[config.mk]
export PLATFORM = sky130hd
export DESIGN_NAME = mem_rr_arbiter_flat
export DESIGN_NICKNAME = d
export VERILOG_FILES = /design/src/rtl/mem_rr_arbiter_if.sv /design/src/rtl/mem_rr_arbiter.sv /design/src/flat_wrapper.sv
export SDC_FILE = /design/constraint.sdc
export NUM_CORES = 1
export LEC_CHECK = 0
export BUFFER_PORTS_ARGS = -buffer_cell sky130_fd_sc_hd__buf_2
export CAP_MARGIN = 20
export CORE_ASPECT_RATIO = 1.2
export CORE_MARGIN = 3
export CORE_UTILIZATION = 53
export CTS_BUF_LIST = sky130_fd_sc_hd__clkbuf_8
export DETAILED_ROUTE_END_ITERATION = 16
export PLACE_DENSITY = 0.86
export SYNTH_ARGS = -nofsm -noshare
export SYNTH_HDL_FRONTEND = slang
export SYNTH_SLANG_ARGS = --single-unit
[constraint.sdc]
create_clock -name clk -period 4 [get_ports clk]
set_clock_uncertainty 0.1 [all_clocks]
set_input_delay 0.8 -clock clk [delete_from_list [all_inputs] [get_ports clk]]
set_output_delay 0.8 -clock clk [all_outputs]
set_load 0.02 [all_outputs]
[src/rtl/mem_rr_arbiter_if.sv]
// Requester and memory-side signal bundle for mem_rr_arbiter.
// The master modport is the arbiter's view; slave is the requesters plus the SRAM.
interface mem_rr_arbiter_if #(
  parameter int NREQ       = 4,
  parameter int ADDR_WIDTH = 3,
  parameter int WIDTH      = 8
);
  logic [NREQ-1:0]            req_valid;
  logic [NREQ-1:0]            req_wr_en;
  logic [NREQ*ADDR_WIDTH-1:0] req_addr;
  logic [NREQ*WIDTH-1:0]      req_wdata;
  logic [NREQ-1:0]            req_grant;
  logic [NREQ-1:0]            req_done;
  logic [WIDTH-1:0]           req_rdata;
  logic                       req_err;
  logic                       mem_valid;
  logic                       mem_wr_en;
  logic [ADDR_WIDTH-1:0]      mem_addr;
  logic [WIDTH-1:0]           mem_wdata;
  logic                       mem_ready;
  logic [WIDTH-1:0]           mem_rdata;

  modport master (
    input  req_valid, req_wr_en, req_addr, req_wdata, mem_ready, mem_rdata,
    output req_grant, req_done, req_rdata, req_err,
    output mem_valid, mem_wr_en, mem_addr, mem_wdata
  );

  modport slave (
    output req_valid, req_wr_en, req_addr, req_wdata, mem_ready, mem_rdata,
    input  req_grant, req_done, req_rdata, req_err,
    input  mem_valid, mem_wr_en, mem_addr, mem_wdata
  );
endinterface

[src/rtl/mem_rr_arbiter.sv]
// Round-robin arbiter sharing one single-port SRAM among NREQ requesters, one transaction at a time.
// Optional WAIT timeout enabled by defining MEM_RR_ARBITER_TIMEOUT_EN.
module mem_rr_arbiter #(
  parameter int NREQ       = 4,
  parameter int ADDR_WIDTH = 3,
  parameter int WIDTH      = 8,
  parameter int TIMEOUT    = 15
) (
  input  logic              clk,
  input  logic              rst,
  mem_rr_arbiter_if.master  bus
);
  localparam int IW = (NREQ > 1) ? $clog2(NREQ) : 1;

  if (NREQ < 2 || NREQ > 8 || TIMEOUT < 1) begin : g_bad_param
    $error("mem_rr_arbiter: NREQ must be 2..8 and TIMEOUT >= 1");
  end

  typedef enum logic [1:0] {IDLE, ISSUE, WAIT, DONE} state_t;

  state_t                state;
  logic [IW-1:0]         ptr;
  logic [IW-1:0]         own;
  logic [NREQ-1:0]       grant_q;
  logic [NREQ-1:0]       done_q;
  logic [WIDTH-1:0]      rdata_q;
  logic                  mem_valid_q;
  logic                  mem_wr_q;
  logic [ADDR_WIDTH-1:0] mem_addr_q;
  logic [WIDTH-1:0]      mem_wdata_q;

  logic                  win_found;
  logic [IW-1:0]         win_idx;
  logic [IW-1:0]         cand;

  // Scan from the pointer upward with wrap; the first valid requester wins.
  always_comb begin
    win_found = 1'b0;
    win_idx   = '0;
    cand      = '0;
    for (int i = 0; i < NREQ; i++) begin
      cand = IW'((int'(ptr) + i) % NREQ);
      if (!win_found && bus.req_valid[cand]) begin
        win_found = 1'b1;
        win_idx   = cand;
      end
    end
  end

`ifdef MEM_RR_ARBITER_TIMEOUT_EN
  localparam int CW = $clog2(TIMEOUT + 1);
  logic [CW-1:0] wait_cnt;
  logic          err_q;
`endif

  always_ff @(posedge clk) begin
    if (rst) begin
      state       <= IDLE;
      ptr         <= '0;
      own         <= '0;
      grant_q     <= '0;
      done_q      <= '0;
      rdata_q     <= '0;
      mem_valid_q <= 1'b0;
      mem_wr_q    <= 1'b0;
      mem_addr_q  <= '0;
      mem_wdata_q <= '0;
`ifdef MEM_RR_ARBITER_TIMEOUT_EN
      wait_cnt    <= '0;
      err_q       <= 1'b0;
`endif
    end else begin
      done_q <= '0;
      case (state)
        IDLE: begin
          if (win_found) begin
            own         <= win_idx;
            grant_q     <= {{(NREQ-1){1'b0}}, 1'b1} << win_idx;
            mem_valid_q <= 1'b1;
            mem_wr_q    <= bus.req_wr_en[win_idx];
            mem_addr_q  <= bus.req_addr[win_idx*ADDR_WIDTH +: ADDR_WIDTH];
            mem_wdata_q <= bus.req_wdata[win_idx*WIDTH +: WIDTH];
            state       <= ISSUE;
          end
        end
        ISSUE: begin
          mem_valid_q <= 1'b0;
          state       <= WAIT;
        end
        WAIT: begin
          if (bus.mem_ready) begin
            if (!mem_wr_q) rdata_q <= bus.mem_rdata;
            done_q <= grant_q;
            state  <= DONE;
`ifdef MEM_RR_ARBITER_TIMEOUT_EN
            wait_cnt <= '0;
          end else if (wait_cnt == CW'(TIMEOUT - 1)) begin
            // Abort: complete with error, leaving read data untouched.
            done_q   <= grant_q;
            err_q    <= 1'b1;
            wait_cnt <= '0;
            state    <= DONE;
          end else begin
            wait_cnt <= wait_cnt + 1'b1;
`endif
          end
        end
        DONE: begin
          grant_q <= '0;
          ptr     <= (own == IW'(NREQ - 1)) ? '0 : own + 1'b1;
          state   <= IDLE;
`ifdef MEM_RR_ARBITER_TIMEOUT_EN
          err_q   <= 1'b0;
`endif
        end
        default: state <= IDLE;
      endcase
    end
  end

  assign bus.req_grant = grant_q;
  assign bus.req_done  = done_q;
  assign bus.req_rdata = rdata_q;
  assign bus.mem_valid = mem_valid_q;
  assign bus.mem_wr_en = mem_wr_q;
  assign bus.mem_addr  = mem_addr_q;
  assign bus.mem_wdata = mem_wdata_q;
`ifdef MEM_RR_ARBITER_TIMEOUT_EN
  assign bus.req_err   = err_q;
`else
  assign bus.req_err   = 1'b0;
`endif

endmodule

[src/flat_wrapper.sv]
// flat-port wrapper written by rule: the top's interface ports become plain ports
module mem_rr_arbiter_flat 
#(
  parameter int NREQ       = 4,
  parameter int ADDR_WIDTH = 3,
  parameter int WIDTH      = 8,
  parameter int TIMEOUT    = 15
)
  (clk, rst, bus_req_valid, bus_req_wr_en, bus_req_addr, bus_req_wdata, bus_mem_ready, bus_mem_rdata, bus_req_grant, bus_req_done, bus_req_rdata, bus_req_err, bus_mem_valid, bus_mem_wr_en, bus_mem_addr, bus_mem_wdata);
  mem_rr_arbiter_if #(.NREQ(NREQ), .ADDR_WIDTH(ADDR_WIDTH), .WIDTH(WIDTH)) bus_i ();
  input  logic clk;
  input  logic rst;
  input wire logic [$bits(bus_i.req_valid)-1:0] bus_req_valid;
  input wire logic [$bits(bus_i.req_wr_en)-1:0] bus_req_wr_en;
  input wire logic [$bits(bus_i.req_addr)-1:0] bus_req_addr;
  input wire logic [$bits(bus_i.req_wdata)-1:0] bus_req_wdata;
  input wire logic [$bits(bus_i.mem_ready)-1:0] bus_mem_ready;
  input wire logic [$bits(bus_i.mem_rdata)-1:0] bus_mem_rdata;
  output wire logic [$bits(bus_i.req_grant)-1:0] bus_req_grant;
  output wire logic [$bits(bus_i.req_done)-1:0] bus_req_done;
  output wire logic [$bits(bus_i.req_rdata)-1:0] bus_req_rdata;
  output wire logic [$bits(bus_i.req_err)-1:0] bus_req_err;
  output wire logic [$bits(bus_i.mem_valid)-1:0] bus_mem_valid;
  output wire logic [$bits(bus_i.mem_wr_en)-1:0] bus_mem_wr_en;
  output wire logic [$bits(bus_i.mem_addr)-1:0] bus_mem_addr;
  output wire logic [$bits(bus_i.mem_wdata)-1:0] bus_mem_wdata;
  assign bus_i.req_valid = bus_req_valid;
  assign bus_i.req_wr_en = bus_req_wr_en;
  assign bus_i.req_addr = bus_req_addr;
  assign bus_i.req_wdata = bus_req_wdata;
  assign bus_i.mem_ready = bus_mem_ready;
  assign bus_i.mem_rdata = bus_mem_rdata;
  assign bus_req_grant = bus_i.req_grant;
  assign bus_req_done = bus_i.req_done;
  assign bus_req_rdata = bus_i.req_rdata;
  assign bus_req_err = bus_i.req_err;
  assign bus_mem_valid = bus_i.mem_valid;
  assign bus_mem_wr_en = bus_i.mem_wr_en;
  assign bus_mem_addr = bus_i.mem_addr;
  assign bus_mem_wdata = bus_i.mem_wdata;
  mem_rr_arbiter #(.NREQ(NREQ), .ADDR_WIDTH(ADDR_WIDTH), .WIDTH(WIDTH), .TIMEOUT(TIMEOUT)) u_core (.clk(clk), .rst(rst), .bus(bus_i));
endmodule
==> flow_summary.ini <==
[finish]
utilization = 0.696
drive_gt1_frac = 0.385
register_area_um2 = 701
diodes = 0
area_delta_synth_final_pct = 23.3
layout_commonest_cell = buf_2
design_area_mm2 = 0.00259
fin_nets = 383
final_cell_mix = buf_2, dfxtp_1, nand2_1, a211oi_1, nor2_1
fin_cells = 366
n_fill_cell = 338
multi_input_area_mm2 = 0.00126

[grt]
antenna_found_initial = 0
grt_overflow = 0
grt_pass1_wl_um = 8820
grt_pass1_vias = 1861
grt_max_degree = 33
track_usage = 0.233

[timing]
tightest_slew_ns = 0.945
rsz0062_at_grt = false
tns_ns = 0
slew_viol_final = 0
post-route-period-util = 0.586
fin_crit_ns = 2.34
slew_headroom = 0.369
fmax_ghz = 0.427
setup_viol = 0
hold_viol_final = 0

[clocking]
clock_tree.root_cell = clkbuf_8
cts_resized = 0
ctsHtreeMaxLevel = 2
cts.clk_slew.worst_paths_ns = 0.07
cts_buffers = 5
cts_setup_buffers = 0
cts.sinks = 35
clockBufferDepth = 2
cts_tree = built
hold_buffers = 0
clk_latency_ns = 0.28

[detailed_routing]
met1_length_um = 2230
dr.pass1.iters = 4
ant_nets = 0
vias = 2081
met3_length_um = 352
wl_met2_um = 2820
drc = 0
vias_per_cell = 5.69
highest_layer = met4
drt_iter0_drc = 103
wl_per_cell_um = 15.2
wirelength_um = 5550

[synthesis]
yosysWarnings = 0
synth_edf_count = 0
avgSynthCellArea_um2 = 8.86
synth.distinct_cells = 42
synth_fp_nets = 306
syn_area_mm2 = 0.00210
ys_seq_area_frac = 0.334
postSynthCellCount = 237
synth_ff_type = dfxtp_1
synthArstFlopShare = 0
ys_ff_latch = 35

[floorplan]
core_mm2 = 0.00372
die_h_um = 75.0
start_util = 0.564
ios = 93
die_w_um = 63.5
core.rowCount = 24
die_area_mm2 = 0.00476

[power_and_ir_drop]
fin_total_pwr_mw = 1.39
ir_drop_uv = 200
p_leak_nw = 1.25
power.density_mw_per_mm2 = 536

[placed_design]
portBuffers = 91
hpwl_um = 4060
placed_cells_incl_taps = 358
placed_cell_area_mm2 = 0.00250
gp_congestion = 0.916

[run_status]
status = completed

[setup_path]
crit_type = in -> reg
path_cells = buf_2, or3_4, o21ai_2, a211oi_1, a21oi_1
worstRegToRegCells = 3
crit_fanout = 21
reg2reg_slack_ns = 2.07
r2r-start = u_core.ptr[1]
cp.arrival_ns = 2.45
endpoint_kind = flop
crit_slowest_cell = o21ai_2
critPathMaxStageDelay_ns = 0.60
crit_required_ns = 4.10
cp-start-kind = input port
reg2reg_to = u_core.bus.mem_wdata[3]

[min_path]
hp-class = reg -> reg
hold_end = u_core.own[1]
holdPathStages = 2
min_from = u_core.own[1]

[run]
drv_cap = 0
-- registers in the layout (all words and copies together) (netlist names) --
register,cells
u_core.bus.mem_wdata,8
u_core.bus.req_rdata,8
u_core.bus.req_done,4
u_core.bus.req_grant,4
u_core.bus.mem_addr,3
u_core.own,2
u_core.ptr,2
u_core.state,2
u_core.bus.mem_valid,1
u_core.bus.mem_wr_en,1
-- cells by family (layout without fill, tap and decap cells) --
| group | Yosys count | count (layout) | synth area share |
|---|---|---|---|
| buf+inv | 27 | 104 | 0.0685 |
| mux | 11 | 11 | 0.0524 |
| simple gates | 68 | 68 | 0.170 |
| other cells | 1 | 1 | 0.00179 |
| fa+ha+maj | 6 | 6 | 0.0357 |
| flops | 35 | 35 | 0.334 |
| compound gates | 89 | 89 | 0.338 |
-- metal layers --
metal  GRT usage  vias up
met1       0.290      950
met5           0        -
li1            -     1024
met3      0.0478       16
met4      0.0959        0
met2       0.398       91
-- cell usage after synthesis (5+ instances only) --
cell,instances,area share
a211oi_1,18,0.064
dfxtp_1,35,0.33
a211oi_2,7,0.042
nand2_1,18,0.032
a21oi_1,14,0.033
and3_1,12,0.036
buf_2,13,0.031
nor2_1,15,0.027
inv_1,5,0.0089
a32oi_1,12,0.050
mux2i_1,11,0.052
ha_1,6,0.036
o21bai_1,14,0.050
and2_1,5,0.015
nor2b_1,5,0.015
clkbuf_1,5,0.0089
a21oi_2,8,0.033
-- per-stage QoR --
step	hold slack [ns]	setup WS, ns
2_1_floorplan	0.340	2.02
3_3_place_gp	0.354	1.44
3_5_place_dp	0.359	1.38
4_1_cts	0.369	1.65
5_1_grt	0.393	1.54
6_report	0.368	1.66
-- how the worst max path moves through the flow --
stage | from | end | slack (ns) | cells after the start
after detailed placement | bus_req_valid[0] | u_core.bus.mem_wdata[3] | 1.38 | 5
after global placement | bus_req_valid[1] | u_core.bus.mem_wdata[3] | 1.44 | 5
final | bus_req_valid[1] | u_core.bus.mem_wdata[3] | 1.66 | 5
after global routing | bus_req_valid[1] | u_core.bus.mem_wdata[3] | 1.54 | 5
after CTS | bus_req_valid[1] | u_core.bus.mem_wdata[3] | 1.65 | 5
after floorplan | bus_req_valid[0] | u_core.bus.mem_addr[0] | 2.02 | 6
-- power by group --
part	internal [mW]	total, mW	switching (mW)	leakage, nW
sequential	0.439	0.493	0.0546	0.287
clock	0.135	0.255	0.120	0.0470
combinational	0.232	0.642	0.410	0.912
total	0.805	1.39	0.584	1.25
-- critical path: cells and delay by family --
family / cells / cell delay, ns
compound gates: 3 / 0.95
simple gates: 1 / 0.47
buf+inv: 1 / 0.22
-- final cells by class --
cell class | instances | share of cell area
clock inverters | 1 | 0.00193
repair buffers | 92 | 0.179
inverters | 5 | 0.00724
flip-flops and latches | 35 | 0.270
multi-input cells | 175 | 0.485
well taps | 52 | 0.0251
clock buffers | 6 | 0.0319
No activity file was read; power rests on OpenSTA's default activity.
